File: src/rtl/layer_mixer_pkg.sv
`default_nettype none
// ============================================================================
// Module   : layer_mixer_pkg
// Purpose  : Shared RGB332 pixel definitions and layer index map for the compositor.
// Revision : 1.0
// ============================================================================
package layer_mixer_pkg;

    localparam int R_W   = 3;
    localparam int G_W   = 3;
    localparam int B_W   = 2;
    localparam int PIX_W = R_W + G_W + B_W;

    localparam int R_LSB = G_W + B_W;
    localparam int G_LSB = B_W;
    localparam int B_LSB = 0;

    localparam logic [PIX_W-1:0] COLOR_BLACK = 8'h00;
    localparam logic [PIX_W-1:0] COLOR_WHITE = 8'hFF;

    localparam int MAX_LAYERS = 16;

    localparam int LAYER_BALL = 0;
    localparam int LAYER_LPAD = 1;
    localparam int LAYER_RPAD = 2;
    localparam int LAYER_NET  = 3;

    // Index width that stays at least one bit for a single-layer build.
    function automatic int idx_width(input int n);
        return (n > 1) ? $clog2(n) : 1;
    endfunction

endpackage : layer_mixer_pkg
`default_nettype wire

File: src/rtl/layer_priority_enc.sv
`default_nettype none
// ============================================================================
// Module   : layer_priority_enc
// Purpose  : Combinational lowest-set-bit encoder with an any-valid flag.
// Revision : 1.0
// ============================================================================
module layer_priority_enc
    import layer_mixer_pkg::*;
#(
    parameter int NUM_LAYERS = 4,
    parameter int IDX_W      = idx_width(NUM_LAYERS)
) (
    input  logic [NUM_LAYERS-1:0] vec,
    output logic [IDX_W-1:0]      idx,
    output logic                  any
);

    always_comb begin
        idx = '0;
        any = |vec;
        // Scanning downwards leaves the lowest set index as the final winner.
        for (int i = NUM_LAYERS - 1; i >= 0; i--) begin
            if (vec[i]) begin
                idx = IDX_W'(i);
            end
        end
    end

endmodule : layer_priority_enc
`default_nettype wire

File: src/rtl/layer_mixer.sv
`default_nettype none
// ============================================================================
// Module   : layer_mixer
// Purpose  : Priority pixel compositor with per-frame layer collision flags.
// Revision : 1.0
// ============================================================================
module layer_mixer
    import layer_mixer_pkg::*;
#(
    parameter int                    NUM_LAYERS = 4,
    parameter logic [NUM_LAYERS-1:0] COLL_MASK  = {NUM_LAYERS{1'b1}}
) (
    input  logic                          clk,
    input  logic                          rst,
    input  logic [NUM_LAYERS-1:0]         layer_valid,
    input  logic [PIX_W*NUM_LAYERS-1:0]   layer_color,
    input  logic [PIX_W-1:0]              bg_color,
    input  logic                          blank,
    input  logic                          vblank,
    output logic [R_W-1:0]                red,
    output logic [G_W-1:0]                green,
    output logic [B_W-1:0]                blue,
    output logic [NUM_LAYERS-1:0]         coll_flags,
    output logic                          coll_any,
    output logic                          frame_done
);

    localparam int c_idx_w = idx_width(NUM_LAYERS);

    logic [c_idx_w-1:0]    w_win;
    logic                  w_any;
    logic [PIX_W-1:0]      w_sel_color;
    logic [NUM_LAYERS-1:0] w_mask;
    logic [NUM_LAYERS-1:0] w_hit;
    logic                  w_edge;

    logic [PIX_W-1:0]      r_sel_color;
    logic                  r_blank_q;
    logic [PIX_W-1:0]      r_pix;
    logic [NUM_LAYERS-1:0] r_acc;
    logic [NUM_LAYERS-1:0] r_coll_flags;
    logic                  r_coll_any;
    logic                  r_frame_done;
    logic                  r_vblank_q;

    layer_priority_enc #(
        .NUM_LAYERS (NUM_LAYERS),
        .IDX_W      (c_idx_w)
    ) u_prio (
        .vec (layer_valid),
        .idx (w_win),
        .any (w_any)
    );

    // Compare against constant indices so no variable-width array index is built.
    always_comb begin
        w_sel_color = bg_color;
        for (int i = 0; i < NUM_LAYERS; i++) begin
            if (w_any && (w_win == c_idx_w'(i))) begin
                w_sel_color = layer_color[PIX_W*i +: PIX_W];
            end
        end
    end

    assign w_mask = layer_valid & COLL_MASK;

    generate
        for (genvar i = 0; i < NUM_LAYERS; i++) begin : g_hit
            localparam logic [NUM_LAYERS-1:0] c_others = ~(NUM_LAYERS'(1) << i);
            assign w_hit[i] = w_mask[i] & (|(w_mask & c_others));
        end
    endgenerate

    assign w_edge = vblank & ~r_vblank_q;

    always_ff @(posedge clk or posedge rst) begin
        if (rst) begin
            r_sel_color <= COLOR_BLACK;
            r_blank_q   <= 1'b0;
            r_pix       <= COLOR_BLACK;
        end else begin
            r_sel_color <= w_sel_color;
            r_blank_q   <= blank;
            r_pix       <= r_blank_q ? COLOR_BLACK : r_sel_color;
        end
    end

    // Vblank history resets high so a reset released inside vblank is not an edge.
    always_ff @(posedge clk or posedge rst) begin
        if (rst) begin
            r_vblank_q   <= 1'b1;
            r_acc        <= '0;
            r_coll_flags <= '0;
            r_coll_any   <= 1'b0;
            r_frame_done <= 1'b0;
        end else begin
            r_vblank_q   <= vblank;
            r_frame_done <= w_edge;
            if (w_edge) begin
                r_coll_flags <= r_acc;
                r_coll_any   <= |r_acc;
                r_acc        <= '0;
            end else if (!blank) begin
                r_acc <= r_acc | w_hit;
            end
        end
    end

    assign red        = r_pix[R_LSB +: R_W];
    assign green      = r_pix[G_LSB +: G_W];
    assign blue       = r_pix[B_LSB +: B_W];
    assign coll_flags = r_coll_flags;
    assign coll_any   = r_coll_any;
    assign frame_done = r_frame_done;

endmodule : layer_mixer
`default_nettype wire

File: config.mk
export PLATFORM = sky130hd
export DESIGN_NAME = layer_mixer
export DESIGN_NICKNAME = d
export VERILOG_FILES = /design/src/rtl/layer_mixer_pkg.sv /design/src/rtl/layer_priority_enc.sv /design/src/rtl/layer_mixer.sv
export SDC_FILE = /design/constraint.sdc
export NUM_CORES = 1
export LEC_CHECK = 0
export CAP_MARGIN = 20
export CORE_MARGIN = 4
export CORE_UTILIZATION = 35
export CTS_CLUSTER_DIAMETER = 100
export DETAILED_ROUTE_END_ITERATION = 16
export DONT_BUFFER_PORTS = 1
export GPL_TIMING_DRIVEN = 0
export PLACE_DENSITY = 0.49
export SETUP_SLACK_MARGIN = 0.4
export SLEW_MARGIN = 20
export SYNTH_ARGS = -nofsm -noshare
export SYNTH_HDL_FRONTEND = slang
export SYNTH_SLANG_ARGS = --single-unit
File: constraint.sdc
create_clock -name clk -period 1.6 [get_ports clk]
set_input_delay 0.32 -clock clk [delete_from_list [all_inputs] [get_ports clk]]
set_output_delay 0.32 -clock clk [all_outputs]
set_load 0.005 [all_outputs]
After elaboration in Yosys (flattened, before gate mapping)
Cells that the tools add are included.

Flip-flop bits (word level): 28. Input port bits: 48. Output and inout bits: 14.

Equal/unequal tests: 4. Multiplexer cells: 11. Bitwise logic cells: 7. Reduce and logical (&&, ||, !) cells: 11.

Operator list (count): 8-bit two-way mux (5); 3-bit OR reduction (4); 2-bit two-way mux (4); 4-bit two-way mux (2); 4-bit OR reduction (2); 1-bit bitwise AND (5); 2-bit == test (second input constant) (2); 1-bit logical AND (4); 4-bit OR (1); 2-bit by 1-bit == test with 1-bit output (second input constant) (1); 2-bit zero test (1); 2-bit by 1-bit != test with 1-bit output (second input constant) (1); 1-bit NOT (1).

Logic depth before layout (Yosys ltp)
Depth after elaboration: 10. Gate-level depth with buffers: 4. Mapped depth without buffers: 3.

By module
A second synthesis with hierarchy kept.

Cell total of the unflattened synthesis: 115. Area total of the unflattened synthesis: 1333.8 um2.

By module, submodules not included: layer_mixer (times used 1, cells each 108, area an instance 1298.7 um2, sequential area each 701.9 um2); layer_priority_enc (times used 1, cells each 7, area an instance 35.0 um2, sequential area each 0.0 um2).

Worst setup path before layout
Ideal clock, no wire load.

Kind: input -> register. Start point: input port layer_valid[2]. End point: register r_sel_color[0]. Library setup time: 0.122 ns. Arrival: 1.171 ns. Required time: 1.478 ns. Path slack: 0.307 ns. Stages on the path: 4. Buffers on the path: 1. Path through: or4b_1 buf_6 o22ai_2 a21oi_1.

Longest elaborated chain between the ends: 9. Elaborated cells on any way between the ends: 16.

Ends and longest elaborated chain: from (decl) (line layer_mixer.sv:15) `input logic [NUM_LAYERS-1:0] layer_valid,`; 2-bit two-way mux (3 in a row) (line layer_priority_enc.sv:23) `if (vec[i]) begin`; 2-bit zero test (line layer_mixer.sv:59) `if (w_any && (w_win == c_idx_w'(i))) begin`; 1-bit logical AND (line layer_mixer.sv:59); 8-bit two-way mux (3 in a row) (line layer_mixer.sv:59); 8-bit two-way mux (*) (line layer_mixer.sv:59); via w_sel_color[0] (line layer_mixer.sv:32) `logic [PIX_W-1:0] w_sel_color;`; to (signal assigned) (line layer_mixer.sv:82) `r_sel_color <= w_sel_color;`; to (decl) (line layer_mixer.sv:37) `logic [PIX_W-1:0] r_sel_color;`.

The timed path passes the listed nets; every way through them passes the cells marked *. A chain may end at the register's enable or synchronous reset.

Worst setup path in the final report
Start point: register r_vblank_q. End point: register r_coll_flags[2], in the netlist coll_flags[2].

Longest elaborated chain between the ends: 2.

Ends and longest elaborated chain: from (decl) (line layer_mixer.sv:44) `logic r_vblank_q;`; from (signal assigned) (line layer_mixer.sv:97) `r_vblank_q <= vblank;`; 1-bit NOT (line layer_mixer.sv:74) `assign w_edge = vblank & ~r_vblank_q;`; 1-bit bitwise AND (line layer_mixer.sv:74); via w_edge (line layer_mixer.sv:35) `logic w_edge;`; to (signal assigned) (line layer_mixer.sv:100) `r_coll_flags <= r_acc;`; to (decl) (line layer_mixer.sv:41) `logic [NUM_LAYERS-1:0] r_coll_flags;`.

The timed path passes the listed nets, and every way through them passes these cells.

==> metrics.md <==
| Metric | Value |
|---|---|
| Final period util | `0.693` |
| Multi-input logic area | `520 µm²` |
| Yosys warning total | `0` |
| Worst R2R Path Depth | `3` |
| Max VDD drop | `319 µV` |
| Async set-reset flop share out of synthesis | `1.00` |
| FF-to-FF Start | `r_vblank_q` |
| Status | `complete, but fails checks` |
| Synth Flop Type | `dfrtp_1` |
| Core area | `0.00344 mm²` |
| First-pass GRT wire length | `4400 µm` |
| Syn Nets | `165` |
| Register area | `702 µm²` |
| Clock Power Share | `0.269` |
| Wire per inst | `16.8 µm` |
| PortBufs | `0` |
| Clock-pin transition on the worst setup and hold timing paths | `0.08 ns` |
| Drt pass-1 iters | `4` |
| Failing checks | `hold timing` |
| Fmax | `902 MHz` |
| Hold_ws | `-0.0200 ns` |
| Gr ovfl total | `0` |
| Crit-path max FO | `8` |
| Post-Syn Area | `0.00129 mm²` |
| Synth unique cells | `19` |
| P&R area growth vs syn | `10.5%` |
| Number of diodes | `0` |
| Largest net degree at the start of global routing | `29` |
| Via count | `895` |
| Post-layout nets | `172` |
| Logic pwr share | `0.125` |
| Critical Path Source Type | `flop` |
| Final hold vios | `27` |
| Min-delay worst type | `in -> async` |
| Clk buf depth | `2` |
| Pwr/cell area | `964 mW/mm²` |
| FILL cells | `337` |
| RSZ-0062 raised after global routing | `no` |
| Crit path cell chain | `nor2b_2, buf_4, mux2_2` |
| Total GRT Usage | `0.128` |
| CTS buffer count | `3` |
| Initial Utilization | `0.374` |
| Synth area leaders | `dfrtp_1 (52%), o22ai_2 (7.8%), a21oi_1 (6.6%)` |
| Synth Instances | `117` |
| Util after Layout | `0.413` |
| Post-synth EDFFs | `0` |
| Seq pwr share | `0.607` |
| Flop2flop setup slack | `0.49 ns` |
| Drt drc | `0` |
| Most common cell in the synthesized netlist | `dfrtp_1` |
| Floorplan row count | `21` |
| Die Footprint | `0.00471 mm²` |
| Delay of the slowest critical-path stage | `0.53 ns` |
| Wirelength, routed | `2850 µm` |
| Post-synth top area share | `0.525` |
| Post-route setup TNS | `0 ns` |
| Leakage | `0.620 nW` |
| Arr. time, crit path | `1.26 ns` |
| Pins over their slew limit | `0` |
| Worst-Margin Slew | `0.550 ns` |
| CP Capture Type | `flop` |
| Fraction of layout cells with a size suffix above 1 | `0.220` |
| Seq cells post-synth | `28` |
| Detail Placement HPWL | `2250 µm` |
| Hold-fix buffers, CTS | `0` |
| DIE WIDTH | `68.7 µm` |
| First DRT Iteration DRCs | `30` |
| Initial antenna violation count | `0` |
| Die height | `68.7 µm` |
| Psw | `0.321 mW` |
| Setup crit start | `r_vblank_q` |
| Clock sinks | `28` |
| Vias in the first global route | `901` |
| Relative slew slack | `0.633` |
| CP required | `1.75 ns` |
| Sequential share of the synthesized area | `0.545` |
| Avg Inst Size Synth | `11.0 µm²` |
| Count of final setup violators | `0` |
| Placer congestion estimate | `0.725` |
| RR Endpoint | `coll_flags[2]` |
| H-tree Lvls | `1` |
| Design Power | `1.37 mW` |
| # Max-Cap Violations | `0` |
| Switching share of power | `0.234` |
| Tmin final | `1.11 ns` |
| Slowest-stage cell, CP | `dfstp_2` |
| CTS root buf | `clkbuf_8` |
| CTS tree | `yes` |
| Kind of critical path | `reg -> reg` |
| Num ports | `62` |
| Via density | `5.30` |
| Post-synth top cells | `dfrtp_1 (27), a21oi_1 (17), inv_1 (10)` |
| DRT antenna net count | `0` |
| Clk_lat worst skew | `0.26 ns` |
| Post-synth top area cell | `dfrtp_1` |
| Setup Skew | `0.00111 ns` |
| Pint | `1.05 mW` |
-- layer usage --
layer	part of all wire	vias to the layer above	track usage	routed length (µm)
li1	-	428	-	-
met1	0.46	422	0.171	1300
met2	0.44	43	0.187	1260
met3	0.092	2	0.0421	263
met4	0.0077	0	0.0521	22
met5	0	-	0	0
-- power by group through the flow --
stage	sequential, mW	clock [mW]	combinational, mW
after floorplan	0.832	0	0.139
after global placement	0.847	0	0.162
after detailed placement	0.850	0	0.166
after CTS	0.835	0.388	0.168
after global routing	0.843	0.419	0.194
final	0.832	0.368	0.171
-- placed cells by master (no fill, tap or decap), drive strengths merged --
master and n:
dfrtp 27, a21oi 17, inv 10, nor2b 9
nor3 8, a211o 8, o22ai 8, clkbuf 7
buf 7, nor2 5, mux2 4, or3 4
a31oi 4, nor4b 1, or4b 1, or3b 1
nor4 1, dfstp 1
-- timing repair --
item | 4_1_cts | 5_1_grt
setup buffers | 0 | 2
setup endpoints to repair | 3 | 8
endpoints found under the hold margin | 0 | 0
resized for setup | 1 | 2
-- through the flow --
step | instances | hold slack (ns) | cell area, µm² | setup slack, ns
final | 169 | -0.0200 | 1420 | 0.491
after global routing | 169 | 0.0219 | 1420 | 0.436
after CTS | 167 | 0.0358 | 1400 | 0.430
after detailed placement | 163 | 0.325 | 1350 | 0.228
after global placement | 163 | 0.325 | 1350 | 0.242
after floorplan | 117 | 0.324 | 1290 | 0.323
-- worst max-delay path: cells and delay by family (launching register included) --
kind	cells	cell delay, ns
flops	1	0.53
simple gates	1	0.04
mux	1	0.27
buf+inv	1	0.16
-- area by class of cell --
| type | count | share of cell area |
|---|---|---|
| flip-flops and latches | 28 | 0.493 |
| multi-input cells | 71 | 0.366 |
| well taps | 46 | 0.0405 |
| clock buffers | 4 | 0.0317 |
| plain buffers | 8 | 0.0317 |
| inverters | 10 | 0.0264 |
| repair buffers | 2 | 0.0106 |
-- how the worst max path moves through the flow --
| stage | end | slack [ns] | cells after the start |
|---|---|---|---|
| final | coll_flags[2] | 0.49 | 3 |
| after global routing | coll_flags[3] | 0.44 | 3 |
| after CTS | coll_flags[2] | 0.43 | 3 |
| after detailed placement | r_sel_color[5] | 0.23 | 3 |
| after global placement | r_sel_color[0] | 0.24 | 3 |
| after floorplan | r_sel_color[0] | 0.32 | 4 |
-- flip-flops by register name (all words and copies together), names as in the netlist --
register / count
r_acc: 4
frame_done: 1
coll_flags: 4
coll_any: 1
r_sel_color: 8
r_pix: 8
r_vblank_q: 1
r_blank_q: 1
-- cells by family after synthesis --
family / after synthesis / share of synthesized area
DFF: 28 / 0.545
AOI/OAI and AO/OA: 37 / 0.218
muxes: 4 / 0.0350
and+or+nand+nor: 30 / 0.140
buffers and inverters: 18 / 0.0622
Power figures use the tool's default switching activity.
